===== src/rtl/uart_reg_responder.sv =====
// uart_reg_responder: parses W/R command frames arriving from the UART receive
// side, performs a single register bus write or read, and answers with one byte
// through the UART transmit handshake. All outputs come straight from flops.
module uart_reg_responder #(
  parameter int          TIMEOUT_CYCLES = 100000,
  parameter logic [7:0]  ACK_BYTE       = 8'h06,
  parameter logic [7:0]  NAK_BYTE       = 8'h15
) (
  input  logic       clk,
  input  logic       rst,
  input  logic [7:0] rx_data,
  input  logic       rx_data_valid,
  output logic [7:0] tx_data,
  output logic       tx_data_valid,
  input  logic       tx_busy,
  input  logic       tx_done,
  output logic [7:0] reg_addr,
  output logic [7:0] reg_wdata,
  output logic       reg_we,
  output logic       reg_re,
  input  logic [7:0] reg_rdata,
  output logic       busy,
  output logic       rx_drop,
  output logic       frame_timeout
);

  localparam logic [7:0] CMD_WRITE = 8'h57;
  localparam logic [7:0] CMD_READ  = 8'h52;

  // The inter-byte timer only ever needs to count up to TIMEOUT_CYCLES-1.
  localparam int             TW         = (TIMEOUT_CYCLES > 2) ? $clog2(TIMEOUT_CYCLES) : 1;
  localparam logic [TW-1:0]  TIMER_LAST = TW'(TIMEOUT_CYCLES - 1);

  typedef enum logic [2:0] {
    IDLE,
    GET_ADDR,
    GET_DATA,
    BUS_WR,
    BUS_RD,
    RD_WAIT,
    SEND,
    WAIT_DONE
  } state_t;

  state_t        state_q, state_d;
  logic          cmd_write_q, cmd_write_d;
  logic [TW-1:0] timer_q, timer_d;

  logic [7:0]    tx_data_d;
  logic          tx_data_valid_d;
  logic [7:0]    reg_addr_d;
  logic [7:0]    reg_wdata_d;
  logic          reg_we_d;
  logic          reg_re_d;
  logic          rx_drop_d;
  logic          frame_timeout_d;

  // Response launch request raised by the states that produce a reply byte.
  logic          load_resp;
  logic [7:0]    resp_byte;

  // Next-state and next-output decode. Every output is computed one cycle
  // ahead here and registered below, so a reply that finds the transmitter
  // idle is requested in the very cycle the FSM would otherwise enter SEND;
  // SEND itself is only occupied while the transmitter is busy.
  always_comb begin
    state_d         = state_q;
    cmd_write_d     = cmd_write_q;
    timer_d         = '0;
    tx_data_d       = tx_data;
    tx_data_valid_d = 1'b0;
    reg_addr_d      = reg_addr;
    reg_wdata_d     = reg_wdata;
    reg_we_d        = 1'b0;
    reg_re_d        = 1'b0;
    rx_drop_d       = 1'b0;
    frame_timeout_d = 1'b0;
    load_resp       = 1'b0;
    resp_byte       = tx_data;

    case (state_q)
      IDLE: begin
        if (rx_data_valid) begin
          if ((rx_data == CMD_WRITE) || (rx_data == CMD_READ)) begin
            cmd_write_d = (rx_data == CMD_WRITE);
            state_d     = GET_ADDR;
          end else begin
            load_resp = 1'b1;
            resp_byte = NAK_BYTE;
          end
        end
      end

      GET_ADDR: begin
        if (rx_data_valid) begin
          reg_addr_d = rx_data;
          if (cmd_write_q) begin
            state_d = GET_DATA;
          end else begin
            state_d  = BUS_RD;
            reg_re_d = 1'b1;
          end
        end else if (timer_q == TIMER_LAST) begin
          state_d         = IDLE;
          frame_timeout_d = 1'b1;
        end else begin
          timer_d = timer_q + TW'(1);
        end
      end

      GET_DATA: begin
        if (rx_data_valid) begin
          reg_wdata_d = rx_data;
          state_d     = BUS_WR;
          reg_we_d    = 1'b1;
        end else if (timer_q == TIMER_LAST) begin
          state_d         = IDLE;
          frame_timeout_d = 1'b1;
        end else begin
          timer_d = timer_q + TW'(1);
        end
      end

      BUS_WR: begin
        load_resp = 1'b1;
        resp_byte = ACK_BYTE;
      end

      BUS_RD: begin
        state_d = RD_WAIT;
      end

      RD_WAIT: begin
        load_resp = 1'b1;
        resp_byte = reg_rdata;
      end

      SEND: begin
        if (!tx_busy) begin
          tx_data_valid_d = 1'b1;
          state_d         = WAIT_DONE;
        end
      end

      WAIT_DONE: begin
        if (tx_done) begin
          state_d = IDLE;
        end
      end

      default: begin
        state_d = IDLE;
      end
    endcase

    if (load_resp) begin
      tx_data_d = resp_byte;
      if (!tx_busy) begin
        tx_data_valid_d = 1'b1;
        state_d         = WAIT_DONE;
      end else begin
        state_d = SEND;
      end
    end

    if (rx_data_valid && (state_q inside {BUS_WR, BUS_RD, RD_WAIT, SEND, WAIT_DONE})) begin
      rx_drop_d = 1'b1;
    end
  end

  // State, timer and registered outputs; reset aborts any frame or reply.
  always_ff @(posedge clk) begin
    if (rst) begin
      state_q       <= IDLE;
      cmd_write_q   <= 1'b0;
      timer_q       <= '0;
      tx_data       <= 8'h00;
      tx_data_valid <= 1'b0;
      reg_addr      <= 8'h00;
      reg_wdata     <= 8'h00;
      reg_we        <= 1'b0;
      reg_re        <= 1'b0;
      busy          <= 1'b0;
      rx_drop       <= 1'b0;
      frame_timeout <= 1'b0;
    end else begin
      state_q       <= state_d;
      cmd_write_q   <= cmd_write_d;
      timer_q       <= timer_d;
      tx_data       <= tx_data_d;
      tx_data_valid <= tx_data_valid_d;
      reg_addr      <= reg_addr_d;
      reg_wdata     <= reg_wdata_d;
      reg_we        <= reg_we_d;
      reg_re        <= reg_re_d;
      busy          <= (state_d != IDLE);
      rx_drop       <= rx_drop_d;
      frame_timeout <= frame_timeout_d;
    end
  end

endmodule

===== config.mk =====
export PLATFORM = sky130hd
export DESIGN_NAME = uart_reg_responder
export DESIGN_NICKNAME = d
export VERILOG_FILES = /design/src/rtl/uart_reg_responder.sv
export SDC_FILE = /design/constraint.sdc
export NUM_CORES = 1
export LEC_CHECK = 0
export CAP_MARGIN = 20
export CORE_MARGIN = 10
export CORE_UTILIZATION = 42
export CTS_CLUSTER_SIZE = 10
export DETAILED_ROUTE_END_ITERATION = 10
export PLACE_DENSITY = 0.74
export SLEW_MARGIN = 20
export SYNTH_ARGS = -nofsm -noshare
export SYNTH_HDL_FRONTEND = slang
export SYNTH_SLANG_ARGS = --single-unit

===== constraint.sdc =====
create_clock -name clk -period 3.4 [get_ports clk]
set_clock_uncertainty 0.2 [all_clocks]
set_input_delay 0.85 -clock clk [delete_from_list [all_inputs] [get_ports clk]]
set_output_delay 0.85 -clock clk [all_outputs]
set_load 0.05 [all_outputs]

==> tab_implementation.tex, run 1 <==
\begin{tabular}{lr}
\hline
Metric & Value \\
\hline
\multicolumn{2}{l}{\textbf{Synthesis}} \\
\quad Synthesized instance count & around 250 \\
\quad Ranking of synthesized cells by area & sky130\_fd\_sc\_hd\_\_dfxtp\_1 (46\%), sky130\_fd\_sc\_hd\_\_a21oi\_1 (6.8\%), sky130\_fd\_sc\_hd\_\_nand2\_1 (6.6\%), sky130\_fd\_sc\_hd\_\_xor2\_1 (4.0\%), sky130\_fd\_sc\_hd\_\_nor2\_1 (3.6\%) \\
\quad Share of the synthesized area in the top cell type & 0.4626 \\
\quad Synthesis-stage register bit count & 51 \\
\quad Mapped Avg Cell Area & 8.724 sq um \\
\quad Synthesized net count & 275 \\
\quad Cell types with the highest counts after synthesis & sky130\_fd\_sc\_hd\_\_dfxtp\_1 (51), sky130\_fd\_sc\_hd\_\_nand2\_1 (39), sky130\_fd\_sc\_hd\_\_a21oi\_1 (30), sky130\_fd\_sc\_hd\_\_nor2\_1 (21), sky130\_fd\_sc\_hd\_\_xor2\_1 (10) \\
\quad Async set-reset flop share out of synthesis & 0 \\
\quad Top flip-flop cell by instance count after synthesis & sky130\_fd\_sc\_hd\_\_dfxtp\_1 \\
\quad Number of flops mapped to enable cells by yosys & 0 \\
\quad Distinct cell type count of the synthesized netlist & 48 \\
\quad Most common cell in the synthesized netlist & sky130\_fd\_sc\_hd\_\_dfxtp\_1 \\
\quad Most area-hungry cell type in the Yosys netlist & sky130\_fd\_sc\_hd\_\_dfxtp\_1 \\
\quad Post-Synthesis Cell Area & 0.002207 sq mm \\
\quad Sequential element share of the synthesized area & 0.4626 \\
\quad Syn. warnings & 0 \\
\multicolumn{2}{l}{\textbf{Layout}} \\
\quad Final Non-Filler Cells & 364 \\
\quad Layout Utilization & 0.5456 \\
\quad Number of nets in the final layout & around 320 \\
\quad Number of diodes added for antenna fixing & 0 \\
\quad Share of final-layout standard cells stronger than drive strength 1 & 0.05442 \\
\quad Total of fill cells in the finished design & 478 \\
\quad Area grow syn2layout & 26.25\% \\
\multicolumn{2}{l}{\textbf{Drt}} \\
\quad Antenna violation net count after detailed routing & 0 \\
\quad Post-detailed-routing wire length & around 5 mm \\
\quad Number of DRC violations after detailed-routing iteration 0 & 72 \\
\quad DR WL/cell & 13.73 microns \\
\quad Vias per cell & 5.047 \\
\quad DRC violations left & 0 \\
\quad Number of vias after detailed routing & 1837 \\
\quad First-pass iteration count of the detailed router & 4 \\
\multicolumn{2}{l}{\textbf{Clock tree}} \\
\quad CTS H-tree depth & 2 \\
\quad CTS tree & done \\
\quad Post-cts gate resize count & 0 \\
\quad Clock buffer count from CTS & 5 \\
\quad CTS Hold Buffers Added & 0 \\
\quad Worst skew pair latency & 0.30 ns \\
\quad Clock-pin slew on the worst setup and hold paths & 0.09 ns \\
\quad Post-CTS Setup Bufs & 0 \\
\quad Root buffer cell & sky130\_fd\_sc\_hd\_\_clkbuf\_8 \\
\quad Buffers from clock root to sink, at most & 2 \\
\quad \# clock sinks & 51 \\
\multicolumn{2}{l}{\textbf{Critical path}} \\
\quad Sort of element at the start of the critical path & input port \\
\quad Worst endpoint required time & $\sim$3.4 ns \\
\quad Worst-path fanout max & 7 \\
\quad Sort of element at the end of the critical path & flop \\
\quad Data arrival at the endpoint of the critical path & between 2 and 3 ns \\
\quad Crit path kind & input port to flop \\
\multicolumn{2}{l}{\textbf{GRT}} \\
\quad Total GRT Usage & 0.1169 \\
\quad Most utilized layer in the global route result & met2 \\
\quad GRT overflow & 0 \\
\quad Pin count of the biggest net entering global routing & 34 \\
\quad Number of antenna violations at the first check in global routing & 0 \\
\quad Met1 track demand over resource & 0.1402 \\
\quad First-pass GRT wire length & 8.307 mm \\
\quad Number of global-route vias before repair & between 1500 and 2000 \\
\quad GRT met3 Usage & 0.05892 \\
\quad GR Layer Usage met2 & 0.1759 \\
\multicolumn{2}{l}{\textbf{Die}} \\
\quad DIE WIDTH & just over 90 microns \\
\quad Die area & 0.008554 sq mm \\
\quad Chip height & 92.49 microns \\
\quad Total number of placement rows & 26 \\
\quad Starting utilization of the core area & 0.4321 \\
\quad Floorplan Core Area & between 0.005 and 0.006 sq mm \\
\quad Ports placed on the boundary & 51 \\
\multicolumn{2}{l}{\textbf{Place}} \\
\quad Worst slack after detailed placement & 0.4320 ns \\
\quad Dpl hpwl & 3.651 mm \\
\quad Routability-driven placement congestion ratio & 0.7730 \\
\quad Total of buffers placed on input and output ports & 50 \\
\quad Count of placed standard cells including taps & around 360 \\
\multicolumn{2}{l}{\textbf{Power and ir drop}} \\
\quad Total power density per cell area & 637.1 mW/mm\^{}2 \\
\quad Maximum ir drop on the vdd rail & $\sim$0.00037 V \\
\quad Portion of total power attributed to combinational logic & 0.368 \\
\quad Power share of the sequential group & 0.436 \\
\quad Leakage & approximately 0.00092 uW \\
\quad Switch share & 0.3986 \\
\quad Psw & 707.6 uW \\
\quad Pint & $\sim$1100 uW \\
\quad Clock Power Share & 0.196 \\
\multicolumn{2}{l}{\textbf{Timing}} \\
\quad Max Clock Freq & between 0.3 and 0.4 GHz \\
\quad Setup tns final & 0 ns \\
\quad Unrepaired setup endpoints after global routing & no \\
\quad Worst hold slack & around 0.26 ns \\
\quad Worst slew margin & 0.5629 \\
\quad \# setup viols final & 0 \\
\quad Post-route minimum period & 2.628 ns \\
\quad Final critical-path setup slack & between 0.7 and 0.8 ns \\
\quad Final Cycle Share & 0.7729 \\
\quad Final-report max-slew violation count & 0 \\
\quad Least-Margin Pin Slew & 0.6547 ns \\
\quad Number of hold-slack violations in the final timing report & 0 \\
\multicolumn{2}{l}{\textbf{Status}} \\
\quad Run status & finished clean \\
\multicolumn{2}{l}{\textbf{Worst hold path}} \\
\quad Class of the tightest hold or removal check & flop to flop \\
\multicolumn{2}{l}{\textbf{Flow run}} \\
\quad Max-cap violation count & 0 \\
\hline
\end{tabular}
## final cells by class
cell class	count	area, sq um	share of cell area
Clock buffer	5	68.82	0.02470
Clock inverter	3	20.02	0.007185
Sequential cell	51	1021	0.3664
Tap cell	70	87.58	0.03143
Timing Repair Buffer	52	515.5	0.1850
Multi-Input combinational cell	176	1047	0.3758
Inverter	7	26.28	0.009430
## power groups by stage
stage | combinational, uW | clock, uW | sequential [uW]
final | 653 | 347 | 775
after global routing | 709 | 383 | 789
after CTS | 661 | 358 | 774
after detailed placement | 659 | 0 | 788
after global placement | 655 | 0 | 785
after floorplan | 358 | 0 | 929
## cell families (layout without fill, tap and decap cells)
logic type      count (synthesis)  count (layout)  share of synthesized area
flops                          51              51                     0.4626
fa+ha+maj                       1               1                   0.005668
mux                             2               2                   0.009637
compound gates                 53              53                     0.1457
simple gates                  107             107                     0.2619
buf+inv                        26              67                    0.06292
xor+xnor                       13              13                    0.05159
## worst max-delay path: stages
cell and delay (ns):
sky130_fd_sc_hd__clkdlybuf4s50_1 0.45, sky130_fd_sc_hd__nand4bb_1 0.28, sky130_fd_sc_hd__o31ai_2 0.51, sky130_fd_sc_hd__and2_0 0.37, sky130_fd_sc_hd__a41oi_1 0.15
## path summary, 6_finish.rpt
kind / cells after the start / slack, ns / end / startpoint
hold / removal: 2 / 0.26 / reg_addr[0]$_SDFFE_PP0P_ / reg_addr[0]$_SDFFE_PP0P_
hold reg to reg: 2 / 0.26 / reg_addr[0]$_SDFFE_PP0P_ / reg_addr[0]$_SDFFE_PP0P_
setup / recovery: 5 / 0.77 / busy$_SDFF_PP0_ / rx_data[3]
setup reg to reg: 4 / 1.14 / timer_q[13]$_SDFF_PP0_ / state_q[0]$_SDFF_PP0_
## placed cells by master, fill, tap and decap left out, types with 2 or more instances in the layout
cell and n:
sky130_fd_sc_hd__buf_4 2, sky130_fd_sc_hd__nand2_1 39, sky130_fd_sc_hd__xnor2_1 3, sky130_fd_sc_hd__a21oi_1 30, sky130_fd_sc_hd__inv_1 7, sky130_fd_sc_hd__a31oi_1 2
sky130_fd_sc_hd__clkdlybuf4s50_1 50, sky130_fd_sc_hd__xor2_1 10, sky130_fd_sc_hd__a211oi_1 4, sky130_fd_sc_hd__and4_1 4, sky130_fd_sc_hd__a32oi_1 4, sky130_fd_sc_hd__or3_1 3
sky130_fd_sc_hd__nor2_1 21, sky130_fd_sc_hd__and3b_1 2, sky130_fd_sc_hd__o21a_1 2, sky130_fd_sc_hd__dfxtp_1 51, sky130_fd_sc_hd__or4_1 2, sky130_fd_sc_hd__o21ai_0 5
sky130_fd_sc_hd__nand4_1 7, sky130_fd_sc_hd__clkinvlp_4 2, sky130_fd_sc_hd__clkbuf_8 5, sky130_fd_sc_hd__nand2b_1 4, sky130_fd_sc_hd__nor4b_1 4, sky130_fd_sc_hd__nor2b_1 3
sky130_fd_sc_hd__nand3_1 5
## metrics by stage
step | total power, uW | cell area (sq um)
after global placement | 1439 | 2698
final | 1775 | 2786
after global routing | 1881 | 2786
after detailed placement | 1446 | 2698
after floorplan | 1287 | 2207
after CTS | 1793 | 2786
## metal layers
layer	share of wire	wire length, microns	vias to the layer above
met1	0.46	2323	841
li1	-	-	953
met2	0.44	2214	36
met4	0.013	65	0
met3	0.079	393	7
met5	0	0	-
## flip-flops by register name (all words and copies together), names as in the netlist
register       cells
timer_q           17
reg_addr           8
reg_wdata          8
tx_data            8
state_q            3
busy               1
cmd_write_q        1
frame_timeout      1
reg_re             1
reg_we             1
rx_drop            1
tx_data_valid      1
No activity file was read; power rests on OpenSTA's default activity.
==> run 2, diff against run 1 <==
--- a/config.mk
+++ b/config.mk
@@ -10,7 +10,7 @@
 export CORE_UTILIZATION = 42
 export CTS_CLUSTER_SIZE = 10
 export DETAILED_ROUTE_END_ITERATION = 10
-export PLACE_DENSITY = 0.74
+export PLACE_DENSITY = 0.77
 export SLEW_MARGIN = 20
 export SYNTH_ARGS = -nofsm -noshare
 export SYNTH_HDL_FRONTEND = slang
==> constraint.sdc (replaced) <==
create_clock -name clk -period 2.33 [get_ports clk]
set_clock_uncertainty 0.2 [all_clocks]
set_input_delay 0.5825 -clock clk [delete_from_list [all_inputs] [get_ports clk]]
set_output_delay 0.5825 -clock clk [all_outputs]
set_load 0.05 [all_outputs]
==> tab_implementation.tex, run 2 (same netlist as run 1, synthesis figures left out) <==
\begin{tabular}{lr}
\hline
Metric & Value \\
\hline
\multicolumn{2}{l}{\textbf{Status}} \\
\quad Run status & finished clean \\
\multicolumn{2}{l}{\textbf{Clock tree}} \\
\quad Buffers from clock root to sink, at most & 2 (unchanged) \\
\quad Post-cts gate resize count & 0 (unchanged) \\
\quad \# clock sinks & 51 (unchanged) \\
\quad Clock buffer count from CTS & 5 (unchanged) \\
\quad CTS Hold Buffers Added & 0 (unchanged) \\
\quad CTS tree & done \\
\quad Root buffer cell & sky130\_fd\_sc\_hd\_\_clkbuf\_8 \\
\quad Post-CTS Setup Bufs & 0 (unchanged) \\
\quad CTS H-tree depth & 2 (unchanged) \\
\quad Worst skew pair latency & 0.30 ns (about the same) \\
\quad Clock-pin slew on the worst setup and hold paths & 0.09 ns (about the same) \\
\multicolumn{2}{l}{\textbf{Power and ir drop}} \\
\quad Total Power Consumption & 2656 uW (+50\%) \\
\quad Pint & 1617 uW (+51\%) \\
\quad Psw & 1039 uW (+47\%) \\
\quad Maximum ir drop on the vdd rail & 0.0006035 V (+65\%) \\
\quad Switch share & 0.3911 (-0.007533) \\
\quad Clock Power Share & 0.188 (-0.008) \\
\quad Power share of the sequential group & 0.411 (-0.025) \\
\quad Portion of total power attributed to combinational logic & 0.402 (+0.034) \\
\quad Total power density per cell area & 914.2 mW/mm\^{}2 (+43\%) \\
\quad Leakage & 0.001021 uW (+11\%) \\
\multicolumn{2}{l}{\textbf{Die}} \\
\quad Die area & 0.008554 sq mm (unchanged) \\
\quad Total number of placement rows & 26 (unchanged) \\
\quad Floorplan Core Area & 0.005107 sq mm (unchanged) \\
\quad DIE WIDTH & 92.49 microns (unchanged) \\
\quad Ports placed on the boundary & 51 (unchanged) \\
\quad Chip height & 92.49 microns (unchanged) \\
\quad Starting utilization of the core area & 0.4321 (unchanged) \\
\multicolumn{2}{l}{\textbf{Drt}} \\
\quad DR WL/cell & 13.46 microns (-2.0\%) \\
\quad Number of vias after detailed routing & 1891 (+2.9\%) \\
\quad Post-detailed-routing wire length & 5.114 mm (+2.3\%) \\
\quad DRC violations left & 0 (unchanged) \\
\quad First-pass iteration count of the detailed router & 4 (unchanged) \\
\quad Vias per cell & 4.976 (-1.4\%) \\
\quad Number of DRC violations after detailed-routing iteration 0 & 65 (-9.7\%) \\
\quad Antenna violation net count after detailed routing & 0 (unchanged) \\
\multicolumn{2}{l}{\textbf{Layout}} \\
\quad Area grow syn2layout & 31.63\% \\
\quad Share of final-layout standard cells stronger than drive strength 1 & 0.1194 (+0.06493) \\
\quad Total of fill cells in the finished design & 467 (-2.3\%) \\
\quad Commonest cells after routing, fill and taps aside & sky130\_fd\_sc\_hd\_\_dfxtp\_1 (51), sky130\_fd\_sc\_hd\_\_clkdlybuf4s50\_1 (45), sky130\_fd\_sc\_hd\_\_nand2\_1 (39), sky130\_fd\_sc\_hd\_\_a21oi\_1 (30), sky130\_fd\_sc\_hd\_\_buf\_4 (22) \\
\quad Post-layout instance area & 0.002905 sq mm (+4.3\%) \\
\quad Number of nets in the final layout & 331 (+5.1\%) \\
\quad Largest Register & timer\_q \\
\quad Final Non-Filler Cells & 380 (+4.4\%) \\
\quad Most frequent standard cell in the layout excluding fill and tap cells & sky130\_fd\_sc\_hd\_\_dfxtp\_1 \\
\quad Number of diodes added for antenna fixing & 0 (unchanged) \\
\quad Area occupied by registers & 0.001021 sq mm (unchanged) \\
\quad Flip-flop count of the largest register, all copies and words added & 17 (unchanged) \\
\quad Area of combinational cells with multiple inputs & 0.001047 sq mm (unchanged) \\
\multicolumn{2}{l}{\textbf{Critical path}} \\
\quad Sort of element at the start of the critical path & flop \\
\quad Worst endpoint required time & 1.55 ns (-1.83 ns) \\
\quad Source of the worst register-to-register timing path & timer\_q[0]\$\_SDFF\_PP0\_ \\
\quad Data arrival at the endpoint of the critical path & 1.47 ns (-1.14 ns) \\
\quad Highest cell delay on the worst timing path & 0.81 ns (+0.30 ns) \\
\quad CP Buf/Inv Count & 1 (unchanged) \\
\quad Crit path kind & flop to primary output \\
\quad Beginning of the critical path & reg\_wdata[6]\$\_SDFFE\_PP0P\_ \\
\quad Worst-path fanout max & 2 (-5) \\
\quad Cells along the critical path & clkdlybuf4s50\_1 \\
\quad Sort of element at the end of the critical path & primary output \\
\quad Cell family with the largest share of critical-path delay & buffers and inverters \\
\quad Slowest cell on the critical path & sky130\_fd\_sc\_hd\_\_clkdlybuf4s50\_1 \\
\multicolumn{2}{l}{\textbf{Timing}} \\
\quad \# setup viols final & 0 (unchanged) \\
\quad Worst slew margin & 0.6466 (+0.08365) \\
\quad Worst hold slack & 0.2573 ns (+0.001092 ns) \\
\quad Final critical-path setup slack & 0.07806 ns (-0.6942 ns) \\
\quad Number of hold-slack violations in the final timing report & 0 (unchanged) \\
\quad Max Clock Freq & roughly 0.44 GHz \\
\quad Post-route minimum period & roughly 2.3 ns \\
\quad Least-Margin Pin Slew & 0.5285 ns (-0.1262 ns) \\
\quad Final-report max-slew violation count & 0 (unchanged) \\
\quad Unrepaired setup endpoints after global routing & no \\
\quad Final Cycle Share & 0.9665 \\
\multicolumn{2}{l}{\textbf{Place}} \\
\quad Routability-driven placement congestion ratio & 0.8424 (+9.0\%) \\
\quad Placed instance area & 0.002818 sq mm (+4.5\%) \\
\quad Count of placed standard cells including taps & 372 (+4.5\%) \\
\quad Total of buffers placed on input and output ports & 50 (unchanged) \\
\quad Dpl hpwl & 3.887 mm (+6.4\%) \\
\quad Worst slack after detailed placement & -0.08351 ns (-0.5155 ns) \\
\multicolumn{2}{l}{\textbf{Flow run}} \\
\quad Max-cap violation count & 0 (unchanged) \\
\multicolumn{2}{l}{\textbf{GRT}} \\
\quad GRT overflow & 0 (unchanged) \\
\quad Total GRT Usage & 0.1237 (+0.006825) \\
\quad Number of global-route vias before repair & 1932 (+11\%) \\
\quad First-pass GRT wire length & 8.914 mm (+7.3\%) \\
\quad Number of antenna violations at the first check in global routing & 0 (unchanged) \\
\quad Pin count of the biggest net entering global routing & 34 (unchanged) \\
\multicolumn{2}{l}{\textbf{Worst hold path}} \\
\quad Class of the tightest hold or removal check & flop to flop \\
\quad Hold\_sp & reg\_wdata[1]\$\_SDFFE\_PP0P\_ \\
\hline
\end{tabular}
-- run 2: cell types whose count changed in the layout (fill, tap and decap cells not counted) --
cell	before	now
sky130_fd_sc_hd__clkinvlp_4	2	0
sky130_fd_sc_hd__clkdlybuf4s50_1	50	45
sky130_fd_sc_hd__buf_12	0	1
sky130_fd_sc_hd__inv_6	0	1
sky130_fd_sc_hd__buf_4	2	22
sky130_fd_sc_hd__clkinv_2	1	2
-- run 2: worst paths after layout --
path,to,slack [ns],depth (start not counted)
setup / recovery,reg_wdata[6],0.08,1
hold / removal,reg_wdata[1]$_SDFFE_PP0P_,0.26,2
setup reg to reg,timer_q[16]$_SDFF_PP0_,0.32,5
hold reg to reg,reg_wdata[1]$_SDFFE_PP0P_,0.26,2
-- run 2: metrics by stage --
stage,TNS (ns),utilization
floorplan,0,-
global placement,-0.2200,0.5517
detailed placement,-0.4397,0.5517
CTS,0,0.5688
global route,0,0.5688
finish,0,0.5688
-- run 2: power by group through the flow --
stage | registers (uW) | clock network, uW | logic, uW
after detailed placement | 1110 | 0 | 1070
after floorplan | 1360 | 0 | 522
after global placement | 1110 | 0 | 1060
final | 1090 | 498 | 1070
after CTS | 1090 | 521 | 1080
after global routing | 1110 | 557 | 1160
-- run 2: routing by layer --
metal	global-route usage	vias up	share of wire
li1	-	982	-
met1	0.1473	860	0.45
met2	0.1982	49	0.47
met3	0.05973	0	0.085
met4	0.02571	0	0
met5	0	-	0
-- run 2: area by class of cell --
class,instances,area share
Clock buffer,5,0.02369
Clock inverter,3,0.006460
Inverter,7,0.009044
Multi-Input combinational cell,176,0.3605
Sequential cell,51,0.3514
Tap cell,70,0.03015
Timing Repair Buffer,68,0.2188
==> edit 1: new RTL, settings of run 2 <==
Put one more register stage on the output `reg_addr`, with the module's reset. The value now appears one clock later. The other outputs are not delayed to match.
--- a/src/rtl/uart_reg_responder.sv
+++ b/src/rtl/uart_reg_responder.sv
@@ -42,6 +42,8 @@
     WAIT_DONE
   } state_t;
 
+  logic [7:0] reg_addr_s0;
+
   state_t        state_q, state_d;
   logic          cmd_write_q, cmd_write_d;
   logic [TW-1:0] timer_q, timer_d;
@@ -69,7 +71,7 @@
     timer_d         = '0;
     tx_data_d       = tx_data;
     tx_data_valid_d = 1'b0;
-    reg_addr_d      = reg_addr;
+    reg_addr_d      = reg_addr_s0;
     reg_wdata_d     = reg_wdata;
     reg_we_d        = 1'b0;
     reg_re_d        = 1'b0;
@@ -176,7 +178,7 @@
       timer_q       <= '0;
       tx_data       <= 8'h00;
       tx_data_valid <= 1'b0;
-      reg_addr      <= 8'h00;
+      reg_addr_s0   <= 8'h00;
       reg_wdata     <= 8'h00;
       reg_we        <= 1'b0;
       reg_re        <= 1'b0;
@@ -189,7 +191,7 @@
       timer_q       <= timer_d;
       tx_data       <= tx_data_d;
       tx_data_valid <= tx_data_valid_d;
-      reg_addr      <= reg_addr_d;
+      reg_addr_s0   <= reg_addr_d;
       reg_wdata     <= reg_wdata_d;
       reg_we        <= reg_we_d;
       reg_re        <= reg_re_d;
@@ -199,4 +201,12 @@
     end
   end
 
+  always_ff @(posedge clk) begin
+    if (rst) begin
+      reg_addr <= '0;
+    end else begin
+      reg_addr <= reg_addr_s0;
+    end
+  end
+
 endmodule
Behaviour: not the same (Yosys sat finds a counterexample within 4 cycles, from zero or initial values and one cycle with rst high).
==> edit 1 against run 2 <==
- count of clock-buffer cells in the layout grew 7
- final cell count is 10% higher
- core utilization grew 2.2 points
- total power grew 11%
- fmax shrank 1.3%
- sequential cell count grew 8
- area after synthesis up 7.8%
- clock power is 100% higher
- design area grew 12%
- wire length increased by 5.9%
- worst setup slack got worse by 29 ps
- largest cell class is now flip-flops and latches
- largest power group unchanged
==> edit 1: results (changes against run 2) <==
fin_nets: 363  # +9.7%
cts_resized: 0  # unchanged
final-hold-violation-count: 0  # unchanged
dp_hpwl_um: 3950  # +1.5%
cpPeakStageDelay_ps: 810  # about the same
max_flop_register: "timer_q"
synth_common_cells: "dfxtp_1, nand2_1, a21oi_1, nor2_1, nor2b_1"
crit_family: "buffers and inverters"
grt.total_usage_pct: 12.6  # +0.19 points
ir_worst_vdd_mv: 0.621  # +2.9%
diodes: 0  # unchanged
fmax_ghz: 0.439  # -1.3%
place_ws_ps: -219  # -135 ps
place.detailed.instances: 402  # +8.1%
largest_reg_flops: 17  # unchanged
worstPathArrival_ps: 1500  # +30 ps
start_kind: "register"
dr.pass1.iters: 4  # unchanged
drt_iter0_markers: 86  # +32%
grt_pass1_wl_um: 9000  # +1.0%
numCtsBuffers: 9  # +4
root_buffer: "clkbuf_8"
power.leakage_nw: 1.12  # +10%
place_congestion: 0.816  # -3.1%
clock_latency_ps: 340  # +40 ps
crit_fanout: 2  # unchanged
use_met1_pct: 15.2  # +0.52 points
syn_area_per_cell_um2: 8.68  # -0.49%
use_met3_pct: 3.53  # -2.4 points
synth_cell_types: 47  # -2.1%
post_cts_buffers: 0  # unchanged
slew_headroom_pct: 65.3  # +0.67 points
synthArstFlopShare_pct: 0  # unchanged
synth_edf_count: 0  # unchanged
fill_cells: 484  # +3.6%
antenna_found_initial: 0  # unchanged
io_buffers: 50  # unchanged
layout-drive-gt1-share_pct: 12.7  # +0.78 points
clkTransAtPathRegs_ps: 60  # -30 ps
drt-total-wl_um: 5410  # +5.9%
critPathSlowestCell: "clkdlybuf4s50_1"
syn_nets: 296  # +7.6%
synth-seq-area-share_pct: 49.7  # +3.4 points
grtUsageMet2_pct: 19.5  # -0.28 points
grt_pass1_vias: 1956  # +1.2%
vias: 2064  # +9.1%
cts_max_level: 3  # +1
r2r_setup_slack_ps: 90  # -230 ps
final_cells: 418  # +10%
status: "completed"
yosysWarnings: 0  # unchanged
ys_top_cells_by_area: "dfxtp_1, nand2_1, a21oi_1"
placed_cell_area_mm2: 0.00303  # +7.7%
grt_max_degree: 42  # +24%
hp-class: "register to register"
==> edit 1: path summary, 6_finish.rpt <==
check | end | start | cells after the start
hold / removal | reg_addr_s0[6] | reg_addr_s0[6] | 2
setup / recovery | reg_wdata[3] | reg_wdata[3] | 1
hold reg to reg | reg_addr_s0[6] | reg_addr_s0[6] | 2
setup reg to reg | busy | timer_q[11] | 4
==> edit 1: kinds of logic after synthesis <==
group / share of synthesized area, %
simple gates: 26.4
compound gates: 15.0
flops: 49.7
buf+inv: 4.21
xor+xnor: 3.68
mux: 0.473
fa+ha+maj: 0.526
==> edit 1: per-stage QoR <==
step | hold WS (ps) | util [%]
floorplan | 230 | -
global placement | 239 | 55.1
detailed placement | 243 | 55.1
CTS | 252 | 59.1
global route | 267 | 59.1
finish | 253 | 59.1
==> edit 1: cell type report <==
class | count | area [um^2] | area share [%]
Multi-Input combinational cell | 195 | 1100 | 33.7
Timing Repair Buffer | 70 | 643 | 19.8
Clock inverter | 4 | 73.8 | 2.27
Sequential cell | 59 | 1180 | 36.3
Clock buffer | 12 | 145 | 4.46
Inverter | 6 | 22.5 | 0.692
Tap cell | 72 | 90.1 | 2.77
==> edit 1: where the power goes <==
group | internal (mW) | total (mW) | switching, mW
Sequential | 1.10 | 1.15 | 0.0507
Combinational | 0.315 | 0.778 | 0.463
Clock | 0.632 | 1.02 | 0.389
Total | 2.04 | 2.94 | 0.903
==> edit 1: layer usage <==
metal / share of wire [%] / vias to the layer above
met5: 0 / -
met4: 2.4 / 0
met3: 6.3 / 11
met2: 46 / 44
met1: 46 / 931
li1: - / 1078
==> edit 2: new RTL, flow settings as in run 2 <==
Made on the original files. Set the parameter `TIMEOUT_CYCLES` to 50000 (it was 100000).
--- a/src/rtl/uart_reg_responder.sv
+++ b/src/rtl/uart_reg_responder.sv
@@ -2,7 +2,7 @@
 // side, performs a single register bus write or read, and answers with one byte
 // through the UART transmit handshake. All outputs come straight from flops.
 module uart_reg_responder #(
-  parameter int          TIMEOUT_CYCLES = 100000,
+  parameter int          TIMEOUT_CYCLES = 50000,
   parameter logic [7:0]  ACK_BYTE       = 8'h06,
   parameter logic [7:0]  NAK_BYTE       = 8'h15
 ) (
Formal check against the unedited RTL: no difference found for any inputs over 10 cycles, from zero or initial values and one cycle with rst high; that may be too few to reach the edited logic, so the function may still have changed.
==> edit 2 against run 2 <==
- wire length grew 2.2%
- global-route usage rose by 0.29 points
- design area down 0.73%
- area after synthesis fell by 4.2%
- sequential cell count shrank 1
- worst setup slack lost 10 ps
- total power down 0.62%
- non-clock buffer count up 3
- register-to-register slack improved by 140 ps
- synthesized cell count is 2.4% lower
- highest routed layer is now met4
==> edit 2: results (changes against run 2) <==
place.detailed.instances: 370  # -0.54%
final_cells: 378  # -0.53%
dp_hpwl_um: 3970  # +2.3%
grt_max_degree: 33  # -2.9%
synth_cell_types: 38  # -21%
power.leakage_nw: 1.03  # +0.72%
grt_pass1_vias: 1877  # -2.8%
synth_adder_area_share_pct: 0.592  # +0.025 points
clock_latency_ps: 300  # about the same
crit_family: "buffers and inverters"
cts_resized: 0  # unchanged
syn_nets: 269  # -2.2%
muxShareOfSynthArea_pct: 1.48  # +0.52 points
fin_nets: 332  # +0.30%
cp_num_buf_inv: 1  # unchanged
synth_compound_area_share_pct: 14.4  # -0.13 points
min_from: "timer_q[0]"
synth-seq-area-share_pct: 47.3  # +1.1 points
r2r-start: "state_q[1]"
largest_reg_flops: 16  # -1
r2r_end: "cmd_write_q"
synth_common_cells: "dfxtp_1, nand2_1, a21oi_1, nor2_1, xor2_1"
yosysWarnings: 0  # unchanged
r2r_cells: 4  # -1
place_congestion: 0.861  # +2.2%
status: "completed"
layout-drive-gt1-share_pct: 10.9  # -1.0 points
numCtsBuffers: 5  # unchanged
syn_area_per_cell_um2: 8.56  # -1.9%
final-hold-violation-count: 0  # unchanged
drt-total-wl_um: 5230  # +2.2%
clkTransAtPathRegs_ps: 90  # about the same
maxSlewViolCount: 0  # unchanged
synthArstFlopShare_pct: 0  # unchanged
r2r_setup_slack_ps: 460  # +140 ps
fill_cells: 436  # -6.6%
avgViaCountPerCell: 5.06  # +1.6%
synth_xor_area_share_pct: 5.38  # +0.23 points
grt.total_usage_pct: 12.7  # +0.29 points
ys_top_cells_by_area: "dfxtp_1, nand2_1, a21oi_1"
grt_pass1_wl_um: 8730  # -2.1%
min_to: "timer_q[0]"
hold_depth: 1  # -1
ir_worst_vdd_mv: 0.613  # +1.6%
io_buffers: 50  # unchanged
drt_iter0_markers: 68  # +4.6%
slew_headroom_pct: 65.0  # +0.35 points
-- edit 2: cell types whose count changed after synthesis, moves of 3 or more --
| cell | delta |
|---|---|
| buf_2 | +4 |
| nor4b_1 | -3 |
| a21oi_1 | -6 |
| and2_1 | +3 |
| nand2b_1 | -3 |
| and3_1 | +4 |
| buf_6 | -4 |
| nand2_1 | +4 |
-- edit 2: how the worst max path moves through the flow --
stage | startpoint | to | slack [ps]
after floorplan | rx_data_valid | cmd_write_q | 310
after global placement | rx_data_valid | cmd_write_q | -200
after detailed placement | rx_data_valid | cmd_write_q | -220
after CTS | tx_data[2] | tx_data[2] | 50
after global routing | tx_data[2] | tx_data[2] | 10
final | tx_data[1] | tx_data[1] | 70
-- edit 2: worst reg2reg max path, delay by kind of cell (launching register included) --
family / cells / cell delay [ps]
flip-flops: 1 / 330
multiplexers: 1 / 160
AO/OA/AOI/OAI: 1 / 80
AND/OR/NAND/NOR: 2 / 1000
-- edit 2: kinds of logic (layout without fill, tap and decap cells) --
family / count (synthesis) / count (layout)
buffers and inverters: 23 / 87
and+or+nand+nor: 110 / 110
DFF: 50 / 50
adders and majority gates: 1 / 1
AOI/OAI and AO/OA: 47 / 47
muxes: 3 / 3
xor gates and xnor gates: 13 / 13
-- edit 2: final cells by class --
cell class,count,area [um^2],area share [%]
Clock buffer,6,82.6,2.86
Clock inverter,2,12.5,0.434
Inverter,8,30.0,1.04
Multi-Input combinational cell,174,1020,35.3
Sequential cell,50,1000,34.7
Tap cell,67,83.8,2.91
Timing Repair Buffer,71,656,22.7
-- edit 2: routing by layer --
metal  track usage, %  vias to the layer above  share of wire [%]
met1             13.6                      884                 43
met3             5.76                        7                7.8
met5                0                        -                  0
met4             5.09                        0                1.5
li1                 -                      979                  -
met2             21.2                       41                 48
-- edit 2: where the power goes --
group / internal [mW] / total (mW) / switching (mW)
sequential: 0.967 / 1.02 / 0.0547
clock: 0.239 / 0.519 / 0.281
combinational: 0.407 / 1.10 / 0.691
total: 1.61 / 2.64 / 1.03
-- edit 2: metrics by stage --
step           utilization (%)  worst slack, ps  cell area, um^2  hold slack (ps)
6_report                  60.3             68.1             2880              247
5_1_grt                   60.3             14.6             2880              273
4_1_cts                   60.3             53.2             2880              249
3_5_place_dp              58.3             -217             2790              235
3_3_place_gp              58.3             -204             2790              225
2_1_floorplan                -              314             2110              213
